### src/rtl/gate_window_sequencer_pkg.sv
// Shared types and defaults for the gate window sequencer.
package gate_window_sequencer_pkg;

   localparam int unsigned DefDlyW = 16;
   localparam int unsigned DefWidW = 16;
   localparam int unsigned DefCntW = 16;

   typedef enum logic [1:0] {
      StIdle    = 2'd0,
      StDelay   = 2'd1,
      StOpen    = 2'd2,
      StReadout = 2'd3
   } state_e;

   function automatic int unsigned max_w(input int unsigned a, input int unsigned b);
      return (a > b) ? a : b;
   endfunction

endpackage

### src/rtl/gate_window_sequencer_sync_edge.sv
// Three-flop synchroniser for the external gate plus registered rise/fall pulses.
module gate_window_sequencer_sync_edge (
   input  logic clk,
   input  logic resetn,
   input  logic gate,
   output logic rise_p,
   output logic fall_p
);

   logic [2:0] sync_q;
   logic       last_q;
   // Fills with ones after reset; edges are only reported once the whole chain and the
   // compare flop hold real samples, so a gate already high at reset release is no rise.
   logic [3:0] prime_q;

   // Synchroniser chain and edge compare.
   always_ff @(posedge clk or negedge resetn) begin
      if (!resetn) begin
         sync_q  <= '0;
         last_q  <= 1'b0;
         prime_q <= '0;
         rise_p  <= 1'b0;
         fall_p  <= 1'b0;
      end else begin
         sync_q  <= {sync_q[1:0], gate};
         prime_q <= {prime_q[2:0], 1'b1};
         last_q  <= sync_q[2];
         rise_p  <= prime_q[3] & sync_q[2] & ~last_q;
         fall_p  <= prime_q[3] & ~sync_q[2] & last_q;
      end
   end

endmodule

### src/rtl/gate_window_sequencer.sv
// Gate-triggered acquisition window sequencer: delay, window, then readout handshake.
module gate_window_sequencer
   import gate_window_sequencer_pkg::*;
#(
   parameter int unsigned DLY_W = DefDlyW,
   parameter int unsigned WID_W = DefWidW,
   parameter int unsigned CNT_W = DefCntW
) (
   input  logic             clk,
   input  logic             resetn,
   input  logic             gate,
   input  logic             enable,
   input  logic [DLY_W-1:0] cfg_delay,
   input  logic [WID_W-1:0] cfg_width,
   input  logic             cfg_abort,
   input  logic             rd_ack,
   output logic             window_open,
   output logic             rd_req,
   output logic             busy,
   output logic [CNT_W-1:0] win_count,
   output logic [CNT_W-1:0] miss_count,
   output logic             abort_flag
);

   localparam int unsigned CTR_W = max_w(DLY_W, WID_W);

   logic             rise_p;
   logic             fall_p;
   state_e           state_q;
   logic [CTR_W-1:0] ctr_q;
   logic [WID_W-1:0] width_q;
   logic             abort_q;

   // Counter reload values: the counter runs N-1 .. 0, and a zero width means one cycle.
   logic [CTR_W-1:0] dly_load;
   logic [CTR_W-1:0] wid_in_load;
   logic [CTR_W-1:0] wid_q_load;

   assign dly_load    = CTR_W'(cfg_delay) - CTR_W'(1);
   assign wid_in_load = (cfg_width == '0) ? '0 : CTR_W'(cfg_width) - CTR_W'(1);
   assign wid_q_load  = (width_q == '0) ? '0 : CTR_W'(width_q) - CTR_W'(1);

   gate_window_sequencer_sync_edge u_sync (
      .clk    (clk),
      .resetn (resetn),
      .gate   (gate),
      .rise_p (rise_p),
      .fall_p (fall_p)
   );

   // Sequencer FSM with registered outputs, config capture and status counters.
   always_ff @(posedge clk or negedge resetn) begin
      if (!resetn) begin
         state_q     <= StIdle;
         ctr_q       <= '0;
         width_q     <= '0;
         abort_q     <= 1'b0;
         window_open <= 1'b0;
         rd_req      <= 1'b0;
         busy        <= 1'b0;
         win_count   <= '0;
         miss_count  <= '0;
         abort_flag  <= 1'b0;
      end else begin
         if (rise_p && (state_q != StIdle) && (miss_count != '1)) begin
            miss_count <= miss_count + CNT_W'(1);
         end
         case (state_q)
            StIdle: begin
               if (rise_p && enable) begin
                  width_q    <= cfg_width;
                  abort_q    <= cfg_abort;
                  abort_flag <= 1'b0;
                  busy       <= 1'b1;
                  if (cfg_delay == '0) begin
                     state_q     <= StOpen;
                     ctr_q       <= wid_in_load;
                     window_open <= 1'b1;
                     win_count   <= win_count + CNT_W'(1);
                  end else begin
                     state_q <= StDelay;
                     ctr_q   <= dly_load;
                  end
               end
            end
            StDelay: begin
               // A qualifying fall wins over expiry in the same cycle.
               if (fall_p && abort_q) begin
                  state_q    <= StIdle;
                  busy       <= 1'b0;
                  abort_flag <= 1'b1;
               end else if (ctr_q == '0) begin
                  state_q     <= StOpen;
                  ctr_q       <= wid_q_load;
                  window_open <= 1'b1;
                  win_count   <= win_count + CNT_W'(1);
               end else begin
                  ctr_q <= ctr_q - CTR_W'(1);
               end
            end
            StOpen: begin
               if ((fall_p && abort_q) || (ctr_q == '0)) begin
                  state_q     <= StReadout;
                  window_open <= 1'b0;
                  rd_req      <= 1'b1;
               end else begin
                  ctr_q <= ctr_q - CTR_W'(1);
               end
            end
            StReadout: begin
               if (rd_ack) begin
                  state_q <= StIdle;
                  rd_req  <= 1'b0;
                  busy    <= 1'b0;
               end
            end
            default: begin
               state_q <= StIdle;
            end
         endcase
      end
   end

endmodule

### config.mk
export PLATFORM = sky130hd
export DESIGN_NAME = gate_window_sequencer
export DESIGN_NICKNAME = d
export VERILOG_FILES = /design/src/rtl/gate_window_sequencer_pkg.sv /design/src/rtl/gate_window_sequencer_sync_edge.sv /design/src/rtl/gate_window_sequencer.sv
export SDC_FILE = /design/constraint.sdc
export NUM_CORES = 1
export LEC_CHECK = 0
export CORE_MARGIN = 5
export CORE_UTILIZATION = 55
export DETAILED_ROUTE_END_ITERATION = 6
export HOLD_SLACK_MARGIN = 0.03
export PLACE_DENSITY = 0.85
export REMOVE_ABC_BUFFERS = 1
export SLEW_MARGIN = 10
export SYNTH_ARGS = -nofsm -noshare
export SYNTH_HDL_FRONTEND = slang
export SYNTH_HIERARCHICAL = 1
export SYNTH_SLANG_ARGS = --single-unit
### constraint.sdc
create_clock -name clk -period 3.8 [get_ports clk]
set_input_delay 0.76 -clock clk [delete_from_list [all_inputs] [get_ports clk]]
set_output_delay 0.76 -clock clk [all_outputs]
set_load 0.02 [all_outputs]
### After elaboration in Yosys (flattened, before gate mapping)

Index checks and enable logic that the tools add are counted.

* $add $sub $neg: 6
* multiply operators: 0
* div/mod/pow operators: 0
* $lt $le $gt $ge: 0
* equality and inequality tests: 13
* shift operators: 0
* mux-type cells: 35
* bitwise gates (word level): 6
* reduce and logical (&&, ||, !) cells: 23

Operators by type and width (count)
* 16-bit 2-to-1 mux: 11
* 16-bit logical NOT: 4
* 16-bit by 1-bit subtractor with 16-bit output (second input constant): 4
* 16-bit case mux with 3 select lines: 1
* 16-bit by 1-bit adder with 16-bit output (second input constant): 2
* 16-bit case mux with 2 select lines: 1
* 16-bit != test (second input constant): 1
* 2-bit != test (second input constant): 8
* 2-bit 2-to-1 mux: 6
* 4-bit AND reduction: 3
* 1-bit 2-to-1 mux: 11
* 2-bit case mux with 4 select lines: 1
* 1-bit case mux with 3 select lines: 2
* 3-bit AND reduction: 2
* 6-bit AND reduction: 1
* 2-bit nonzero test: 3
* 3-bit nonzero test: 2
* 5-bit AND reduction: 1
* 1-bit bitwise AND: 4
* 2-bit equality test (second input constant): 2
* 1-bit logical AND: 4
* 1-bit case mux with 2 select lines: 2
* 3-bit != test (second input constant): 1
* 2-bit by 1-bit equality test with 1-bit output (second input constant): 1
* other kinds (4): 5

* flip-flop bits (word level): 81
* bits in latches: 0
* memory bits (writable): 0
* bits in read-only memories: 0
* bits of input ports: 38
* output and inout port bits: 36
* memories: 0

### Depth between registers and ports, before layout

Gate-level depths: netlist (run 1).

* word-level depth: 5
* depth in mapped cells: 9
* gate-level depth less buffers: 8

### Modules after synthesis

The synthesis (run 1) kept the hierarchy.

Modules (own cells, without submodules)
* gate_window_sequencer: times used 1, cells an instance 541, area each 4868.4 µm², seq. area each 1776.7 µm²
* gate_window_sequencer_sync_edge: times used 1, cells an instance 13, area each 271.5 µm², seq. area each 250.2 µm²

### Least setup slack after synthesis (run 1)

OpenSTA, ideal clock, no wires.

* kind: input to register
* from: input cfg_width[0]
* to: register ctr_q[5]
* setup time: 0.122 ns
* data arrival time: 2.769 ns
* data required time: 3.678 ns
* path slack: 0.909 ns
* stages on the path: 8
* buffers on the path: 0
* cells stage by stage: inv_1 ha_1 or3b_1 or3_4 or2_4 a311o_1 a31o_1 a32o_1

* word-level cells in the longest chain between the ends: 5
* elaborated cells between the ends (all ways): 6
* those cells by class: 1 x add/sub; 4 x mux; 1 x reduce/logical

Ends and longest elaborated chain
* start, declared: line gate_window_sequencer.sv:14 `input logic [WID_W-1:0] cfg_width,`
* 16-bit by 1-bit subtractor with 16-bit output / 16-bit logical NOT (equally long branches): line gate_window_sequencer.sv:40 `assign wid_in_load = (cfg_width == '0) ? '0 : CTR_W'(cfg_width) - CTR_W'(1);`
* 16-bit 2-to-1 mux *: line gate_window_sequencer.sv:40
* 16-bit 2-to-1 mux *: line gate_window_sequencer.sv:75 `if (cfg_delay == '0) begin`
* 16-bit 2-to-1 mux *: line gate_window_sequencer.sv:70 `if (rise_p && enable) begin`
* 16-bit case mux with 3 select lines *: line gate_window_sequencer.sv:68 `case (state_q)`
* end signal, assigned: line gate_window_sequencer.sv:77 `ctr_q <= wid_in_load;`
* end signal, assigned: line gate_window_sequencer.sv:82 `ctr_q <= dly_load;`
* end signal, assigned: line gate_window_sequencer.sv:94 `ctr_q <= wid_q_load;`
* end, declared: line gate_window_sequencer.sv:30 `logic [CTR_W-1:0] ctr_q;`

Mark *: on every way between the ends. The rest lies on a longest branch, timed or not. The select of a mux whose other input is x is not followed.
A chain may end at the register's enable or synchronous reset.

### Worst setup path in the final report (run 1)

* from: input cfg_width[0]
* to: register ctr_q[14]

The elaborated chain is that of the path after synthesis.

==> results of run 1 <==
[worst max-delay path, stage by stage]
cell             delay (ns)
clkdlybuf4s50_1        0.43
inv_1                  0.11
ha_1                   0.22
or4b_2                 0.64
nor4_1                 0.32
mux2i_1                0.36
nor2_1                 0.06
a2111oi_0              0.56
o31ai_1                0.11
[state kept, by name, summed over array words and instances, names as in the netlist]
name	flops
ctr_q	16
miss_count	16
width_q	16
win_count	16
u_sync/prime_q	4
u_sync/sync_q	3
state_q	2
abort_flag	1
abort_q	1
busy	1
rd_req	1
u_sync/fall_p	1
u_sync/last_q	1
u_sync/rise_p	1
window_open	1
[layer usage]
metal	routed length (um)	part of all wire, %
met1	5890	42
met2	6520	46
met3	1190	8.4
met4	475	3.4
met5	0	0
[metrics by stage]
stage | instances | power [uW]
global placement | 727 | 3420
global route | 743 | 4570
floorplan | 535 | 2790
CTS | 743 | 4250
detailed placement | 727 | 3490
finish | 743 | 4300
[layout make-up]
cell class | count | area [um2]
Clock buffer | 10 | 138
Clock inverter | 6 | 97.6
Fill cell | 708 | 2970
Inverter | 21 | 78.8
Multi-Input combinational cell | 433 | 2960
Sequential cell | 81 | 2030
Tap cell | 111 | 139
Timing Repair Buffer | 81 | 788
[path summary, 6_finish.rpt]
kind / from / end / slack, ns / cells after the start
max: cfg_width[0] / ctr_q[14]$_DFFE_PN0P_ / 0.45 / 9
min: u_sync/sync_q[0]$_DFF_PN0_ / u_sync/sync_q[1]$_DFF_PN0_ / 0.35 / 0
max reg2reg: ctr_q[0]$_DFFE_PN0P_ / ctr_q[2]$_DFFE_PN0P_ / 0.87 / 8
min reg2reg: u_sync/sync_q[0]$_DFF_PN0_ / u_sync/sync_q[1]$_DFF_PN0_ / 0.35 / 0
max in group asynchronous: resetn / miss_count[10]$_DFFE_PN0P_ / 2.60 / 1
min in group asynchronous: resetn / win_count[14]$_DFFE_PN0P_ / 0.55 / 1
[cells in the final DEF, fill, tap and decap left out, types with 9 or more instances in the layout]
cell type	instances
clkdlybuf4s50_1	72
dfrtp_1	81
inv_1	20
nor3_1	31
nor4_1	19
nand4_1	14
buf_4	9
xor2_1	34
clkbuf_8	10
a21oi_1	18
mux2_2	19
xnor2_1	32
nand3_1	14
nand2_1	47
o21ai_0	17
ha_1	13
nor2_1	47
o31ai_1	9
[cells by family after synthesis]
group                    Yosys count  synth area share, %
AO/OA/AOI/OAI                    105                 14.9
flip-flops                        81                 39.4
adder cells (fa/ha/maj)           13                 3.16
buffers and inverters             40                 2.97
XOR/XNOR                          66                 11.2
multiplexers                      21                 4.55
other                              1               0.0730
AND/OR/NAND/NOR                  227                 23.7
[power groups by stage]
stage                     Combinational (uW)  Sequential, uW  Clock, uW
after global placement                  1960            1450          0
after global routing                    2270            1520        785
after floorplan                         1330            1460          0
after detailed placement                2020            1470          0
after CTS                               2040            1460        749
final                                   2080            1470        746
==> flow_metrics.tcl, run 1 <==
set metrics [dict create \
    status "complete, no violations" \
    root_buffer "clkbuf_8" \
    ctsHoldBuffers 0 \
    syn-cell-area_um2 5140 \
    pwr-share-seq_pct 34.3 \
    fin_setup_tns_ns 0 \
    hold_viol 0 \
    hold_class "flip-flop to flip-flop" \
    ys_top_cells_by_area "dfrtp_1, xor2_1, xnor2_1, mux2_2, nand2_1" \
    clkPwrFrac_pct 17.4 \
    yosysWarnings 6 \
    synth-edff-count 0 \
    fmax_mhz 298 \
    die_w_um 107 \
    die-area_um2 11400 \
    use_met3_pct 4.46 \
    grt_pass1_wl_mm 23.1 \
    design_area_um2 6230 \
    setup_viol 0 \
    synth.most_common_cell "dfrtp_1" \
    cts_resized 0 \
    syn_avg_cell_area_um2 9.28 \
    clk_latency_ns 0.37 \
    tightest_slew_ns 1.00 \
    overflow 0 \
    drv_cap 0 \
    place_ws_ns 0.120 \
    crit_arrival_ns 3.58 \
    cts_sinks 81 \
    holdWs_ns 0.354 \
    worst-setup-path-type "input port to flip-flop" \
    num_rows 35 \
    gp_congestion 0.936 \
    routed_wl_mm 14.1 \
    antenna_cells 0 \
    period_minus_slack_ns 3.35 \
    post_cts_buffers 0 \
    viasPerCell 6.48 \
    utilization_pct 67.7 \
    yosysTopAreaCellShare_pct 39.4 \
    drtPass1Iterations 5 \
    grt_util_met1_pct 34.6 \
    start_util_pct 55.9 \
    dp_hpwl_mm 10.4 \
    fp.coreArea_um2 9200 \
    combPwrFrac_pct 48.4 \
    track_usage_pct 25.3 \
    drive_gt1_share_pct 9.49 \
    globalRouteMet2Util_pct 39.4 \
    fin_ws_ns 0.445 \
    irDropWorstVdd_v 0.000448 \
    critical_path_required_ns 4.03 \
    ys_ff_latch 81 \
    yosysTopAreaCell "dfrtp_1" \
    p_switching_uw 1900 \
    synth_ff_type "dfrtp_1" \
    clk_pin_slew_ns 0.09 \
    period_share_pct 88.3 \
    cp-start-kind "input port" \
    slew_headroom_pct 33.2 \
    internal_power_uw 2390 \
    grt_pass1_vias 4719 \
    area_growth_syn_to_layout_pct 21.2 \
    placed_area_um2 5990 \
    worstPathMaxFanout 3 \
    rsz0062_at_grt "no" \
    ys_seq_area_share_pct 39.4 \
    cts_buffers 9 \
    htreeDepth 3 \
    synth_commonest_cells "dfrtp_1, nand2_1, nor2_1" \
    p_leak_uw 0.00252 \
    drc 0 \
    synthCells 554 \
    cts_tree "built" \
    slew_viol_final 0 \
    antenna_found_initial 0 \
    vias 4815 \
    finClkSkew_ns 0.0135 \
    drt_iter0_drc 412 \
    synth_async_sr_flop_share_pct 100 \
    ios 74 \
    antenna_left 0 \
    fin_nets 678 \
    gr-max-usage-layer "met2" \
    grt_max_degree 82 \
    p_per_area_nw_per_um2 690 \
    die_y_um 107 \
    clock_tree.buffer_depth 2 \
    power_switching_share_pct 44.3 \
    synth.distinct_cells 70 \
    cp-end-kind "flip-flop" \
    io_buffer_count 73 \
    avgRoutedWirePerCell_um 18.9 \
]
No activity file was read; power rests on OpenSTA's default activity.
==> run 2: changes to the inputs <==
--- a/config.mk
+++ b/config.mk
@@ -11,7 +11,7 @@
 export HOLD_SLACK_MARGIN = 0.03
 export PLACE_DENSITY = 0.85
 export REMOVE_ABC_BUFFERS = 1
-export SLEW_MARGIN = 10
+export SLEW_MARGIN = 20
 export SYNTH_ARGS = -nofsm -noshare
 export SYNTH_HDL_FRONTEND = slang
 export SYNTH_HIERARCHICAL = 1
==> run 2 against run 1 <==
Compared with the run above:
- clock skew hardly changed
- combinational power barely moved
- critical path type unchanged
- die area did not move
==> flow_metrics.tcl, run 2 (synthesis results as in run 1) <==
set metrics [dict create \
    post_cts_buffers 0 \
    tightest_slew_ns 0.961 \
    rsz0062_at_grt "no" \
    p_leak_uw 0.00252 \
    area_growth_syn_to_layout_pct 21.3 \
    io_buffer_count 73 \
    setup_viol 0 \
    hold_viol 0 \
    finClkSkew_ns 0.0135 \
    cp-end-kind "flip-flop" \
    critPathTopFamily "simple AND/OR/NAND/NOR gates" \
    fp.coreArea_um2 9200 \
    antenna_found_initial 0 \
    antenna_left 0 \
    clk_pin_slew_ns 0.09 \
    critical_path_required_ns 4.03 \
    clkPwrFrac_pct 17.4 \
    cp-start-kind "input port" \
    num-fill-cells 709 \
    hold_class "flip-flop to flip-flop" \
    status "complete, no violations" \
    drv_cap 0 \
    avgRoutedWirePerCell_um 19.0 \
    fmax_mhz 298 \
    cp_slowest_cell "or4b_2" \
    dp_hpwl_mm 10.4 \
    irDropWorstVdd_v 0.000448 \
    fin_nets 678 \
    root_buffer "clkbuf_8" \
    antenna_cells 0 \
    slew_headroom_pct 35.7 \
    final_common_cell "dfrtp_1" \
    ios 74 \
    gp_congestion 0.936 \
    final_cell_mix "dfrtp_1, clkdlybuf4s50_1, nor2_1, nand2_1, xor2_1" \
    fin_setup_tns_ns 0 \
    min-delay-start "u_sync/sync_q[0]$_DFF_PN0_" \
    crit_arrival_ns 3.59 \
    startpoint "cfg_width[0]" \
    max_stage_delay_ns 0.64 \
    num_rows 35 \
    viasPerCell 6.50 \
    worst-setup-path-type "input port to flip-flop" \
    start_util_pct 55.9 \
    holdWs_ns 0.354 \
    grt_pass1_wl_mm 23.1 \
    vias 4833 \
    drtPass1Iterations 5 \
    htreeDepth 3 \
    pwr-share-seq_pct 34.3 \
    overflow 0 \
    cts_buffers 9 \
    cts_resized 0 \
    clock_tree.buffer_depth 2 \
    crit_chain "clkdlybuf4s50_1, inv_1, ha_1, or4b_2, nor4_1, mux2i_1, nor2_1, a2111oi_0, o31ai_1" \
    cts_tree "built" \
    p_per_area_nw_per_um2 689 \
    design_area_um2 6230 \
    drt_iter0_drc 412 \
    drive_gt1_share_pct 9.49 \
    combPwrFrac_pct 48.4 \
    slew_viol_final 0 \
    period_minus_slack_ns 3.36 \
    r2r-start "ctr_q[0]$_DFFE_PN0P_" \
    clk_latency_ns 0.37 \
    worstPathMaxFanout 3 \
    p_switching_uw 1900 \
    die_w_um 107 \
    track_usage_pct 25.3 \
    die_y_um 107 \
    grt_pass1_vias 4719 \
    internal_power_uw 2390 \
    cp_num_buf_inv 2 \
    cts_sinks 81 \
    routed_wl_mm 14.1 \
    ctsHoldBuffers 0 \
    placed_area_um2 5990 \
    power_switching_share_pct 44.3 \
    period_share_pct 88.4 \
    drc 0 \
    grt_max_degree 82 \
    die-area_um2 11400 \
]
run 2: final cells by class:
class                      count  area, um2  share of cell area (%)
tap                          111        139                    2.23
clock inverter                 6       97.6                    1.57
clock buffer                  10        138                    2.21
multi-input combinational    433       2960                    47.5
inverter                      21       78.8                    1.26
sequential                    81       2030                    32.5
timing repair buffer          81        792                    12.7
run 2: stage by stage:
stage	util (%)	power, uW	std cells	worst slack [ns]
finish	67.8	4300	743	0.440
global route	67.8	4570	743	0.238
CTS	67.7	4250	743	0.462
detailed placement	65.2	3490	727	0.120
global placement	65.2	3420	727	0.176
floorplan	-	2790	535	0.909
run 2: path summary, 6_finish.rpt:
path                                                    to  slack, ns  cells past startpoint
worst min-delay path            u_sync/sync_q[1]$_DFF_PN0_       0.35                      0
worst max-delay path                 ctr_q[14]$_DFFE_PN0P_       0.44                      9
min in group asynchronous        win_count[14]$_DFFE_PN0P_       0.41                      1
worst max register to register        ctr_q[2]$_DFFE_PN0P_       0.88                      8
worst min register to register  u_sync/sync_q[1]$_DFF_PN0_       0.35                      0
max in group asynchronous       miss_count[10]$_DFFE_PN0P_       2.88                      1
run 2: power by group through the flow:
stage / sequential, uW / combinational, uW / clock [uW]
after floorplan: 1460 / 1330 / 0
after global placement: 1450 / 1960 / 0
after detailed placement: 1470 / 2020 / 0
after CTS: 1460 / 2040 / 749
after global routing: 1520 / 2270 / 785
final: 1470 / 2080 / 746
run 2: per-layer routing:
layer / GRT usage [%] / part of all wire, % / wire length, um / vias up
met3: 4.46 / 8.2 / 1160 / 53
met5: 0 / 0 / 0 / -
li1: - / - / - / 2197
met1: 34.6 / 42 / 5940 / 2317
met2: 39.4 / 46 / 6530 / 266
met4: 11.2 / 3.5 / 493 / 0
run 2: worst register-to-register path, cell delays in order (launching register included):
cell and delay, ns:
dfrtp_1 0.41, inv_1 0.08, ha_1 0.19, nor4b_1 0.61, nand4_1 0.35, o211ai_1 0.69
buf_4 0.28, a31o_2 0.11, o211ai_1 0.08
==> run 3: changes to the inputs <==
--- a/config.mk
+++ b/config.mk
@@ -5,7 +5,7 @@
 export SDC_FILE = /design/constraint.sdc
 export NUM_CORES = 1
 export LEC_CHECK = 0
-export CORE_MARGIN = 5
+export CORE_MARGIN = 4
 export CORE_UTILIZATION = 55
 export DETAILED_ROUTE_END_ITERATION = 6
 export HOLD_SLACK_MARGIN = 0.03
==> run 3 against run 2 <==
Compared with the run above:
- global-route usage rose by 1.4 points
- worst setup slack improved by 0.018 ns
- worst hold slack improved by 0.0034 ns
- power rose by 0.25%
- non-clock buffer count rose by 2
- flip-flop and latch count did not move
- register-to-register slack improved by 0.14 ns
- cell count rose by 0.27%
- die area fell by 3.7%
==> flow_metrics.tcl, run 3 (synthesis results as in run 1) <==
set metrics [dict create \
    antenna_left 0 \
    cts_sinks 81 \
    fin_ws_ns 0.458 \
    die-area_um2 11000 \
    start_util_pct 56.2 \
    track_usage_pct 26.7 \
    num_rows 35 \
    post_cts_buffers 0 \
    m1WireLength_mm 6.11 \
    gp_congestion 0.918 \
    grt_pass1_wl_mm 23.6 \
    design_area_um2 6240 \
    dp_hpwl_mm 10.7 \
    crit_chain "clkdlybuf4s50_1, inv_1, ha_1, or4b_2, nor4_1, mux2i_1, nor2_1, a2111oi_0, o31ai_1" \
    root_buffer "clkbuf_8" \
    slew_viol_final 0 \
    finClkSkew_ns 0.0132 \
    htreeDepth 3 \
    viasPerCell 6.30 \
    irDropWorstVdd_v 0.000404 \
    place_ws_ns 0.161 \
    drt_iter0_drc 422 \
    antenna_cells 0 \
    io_buffer_count 73 \
    die_w_um 105 \
    worstPathMaxFanout 3 \
    vias 4690 \
    regArea_um2 2030 \
    r2r_cells 8 \
    hold_viol 0 \
    fmax_mhz 299 \
    period_minus_slack_ns 3.34 \
    clk_latency_ns 0.36 \
    drtPass1Iterations 5 \
    cp-start-kind "input port" \
    avgRoutedWirePerCell_um 19.2 \
    area_growth_syn_to_layout_pct 21.4 \
    p_leak_uw 0.00252 \
    fin_nets 680 \
    period_share_pct 87.9 \
    worst-setup-path-type "input port to flip-flop" \
    ios 74 \
    cts_tree "built" \
    placed_cells 729 \
    final_common_cell "dfrtp_1" \
    max_stage_delay_ns 0.62 \
    cp_slowest_cell "or4b_2" \
    clock_tree.buffer_depth 2 \
    antenna_found_initial 0 \
    hold_depth 0 \
    status "complete, no violations" \
    grt_pass1_vias 4548 \
    num-fill-cells 695 \
    setup_viol 0 \
    cp-end-kind "flip-flop" \
    p_per_area_nw_per_um2 690 \
    slew_headroom_pct 41.4 \
    grt_max_degree 82 \
    crit_arrival_ns 3.57 \
    overflow 0 \
    placed_area_um2 6010 \
    stdcell_count 745 \
    final_cell_mix "dfrtp_1, clkdlybuf4s50_1, nor2_1, nand2_1, xor2_1" \
    rsz0062_at_grt "no" \
    tightest_slew_ns 0.876 \
    drc 0 \
    drv_cap 0 \
    cts_buffers 9 \
    wl_met3_mm 1.17 \
    fp.coreArea_um2 9150 \
    p_total_uw 4310 \
    drive_gt1_share_pct 9.78 \
    critical_path_required_ns 4.03 \
    cts_resized 0 \
    hold_class "flip-flop to flip-flop" \
    clk_pin_slew_ns 0.09 \
    routed_wl_mm 14.3 \
    ctsHoldBuffers 0 \
    fin_setup_tns_ns 0 \
    multi_input_area_um2 2960 \
    wl_met2_mm 6.80 \
    top_layer_used "met4" \
    die_y_um 105 \
]
## run 3: layer usage
metal | GRT usage (%) | up-vias
li1 | - | 2209
met1 | 37.9 | 2221
met2 | 42.6 | 232
met3 | 5.06 | 28
met4 | 6.28 | 0
met5 | 0 | -
## run 3: report_power, final
group / switching (uW) / internal [uW]
combinational: 1210 / 894
clock: 347 / 383
sequential: 350 / 1120
## run 3: worst max-delay path: cells and delay by family
kind,cells,cell delay [ns]
simple gates,3,1.04
mux,1,0.33
fa+ha+maj,1,0.20
compound gates,2,0.69
buf+inv,2,0.55
## run 3: area by class of cell
class                      count  area share [%]
inverter                      21            1.26
sequential                    81            32.5
multi-input combinational    433            47.4
tap                          111            2.22
clock inverter                 7            1.70
timing repair buffer          83            12.9
clock buffer                   9            1.98
## run 3: path summary, 6_finish.rpt
check                                              end                   startpoint  slack (ns)
hold / removal             u_sync/prime_q[3]$_DFF_PN0_  u_sync/prime_q[2]$_DFF_PN0_        0.36
setup reg to reg                  ctr_q[3]$_DFFE_PN0P_         ctr_q[0]$_DFFE_PN0P_        1.02
setup / recovery                 ctr_q[14]$_DFFE_PN0P_                 cfg_width[0]        0.46
min in group asynchronous    win_count[12]$_DFFE_PN0P_                       resetn        0.42
max in group asynchronous       width_q[8]$_DFFE_PN0P_                       resetn        2.87
hold reg to reg            u_sync/prime_q[3]$_DFF_PN0_  u_sync/prime_q[2]$_DFF_PN0_        0.36
## run 3: stage by stage
| step | util, % | hold WS (ns) |
|---|---|---|
| floorplan | - | 0.331 |
| global placement | 65.6 | 0.334 |
| detailed placement | 65.6 | 0.339 |
| CTS | 68.2 | 0.360 |
| global route | 68.2 | 0.365 |
| finish | 68.2 | 0.357 |
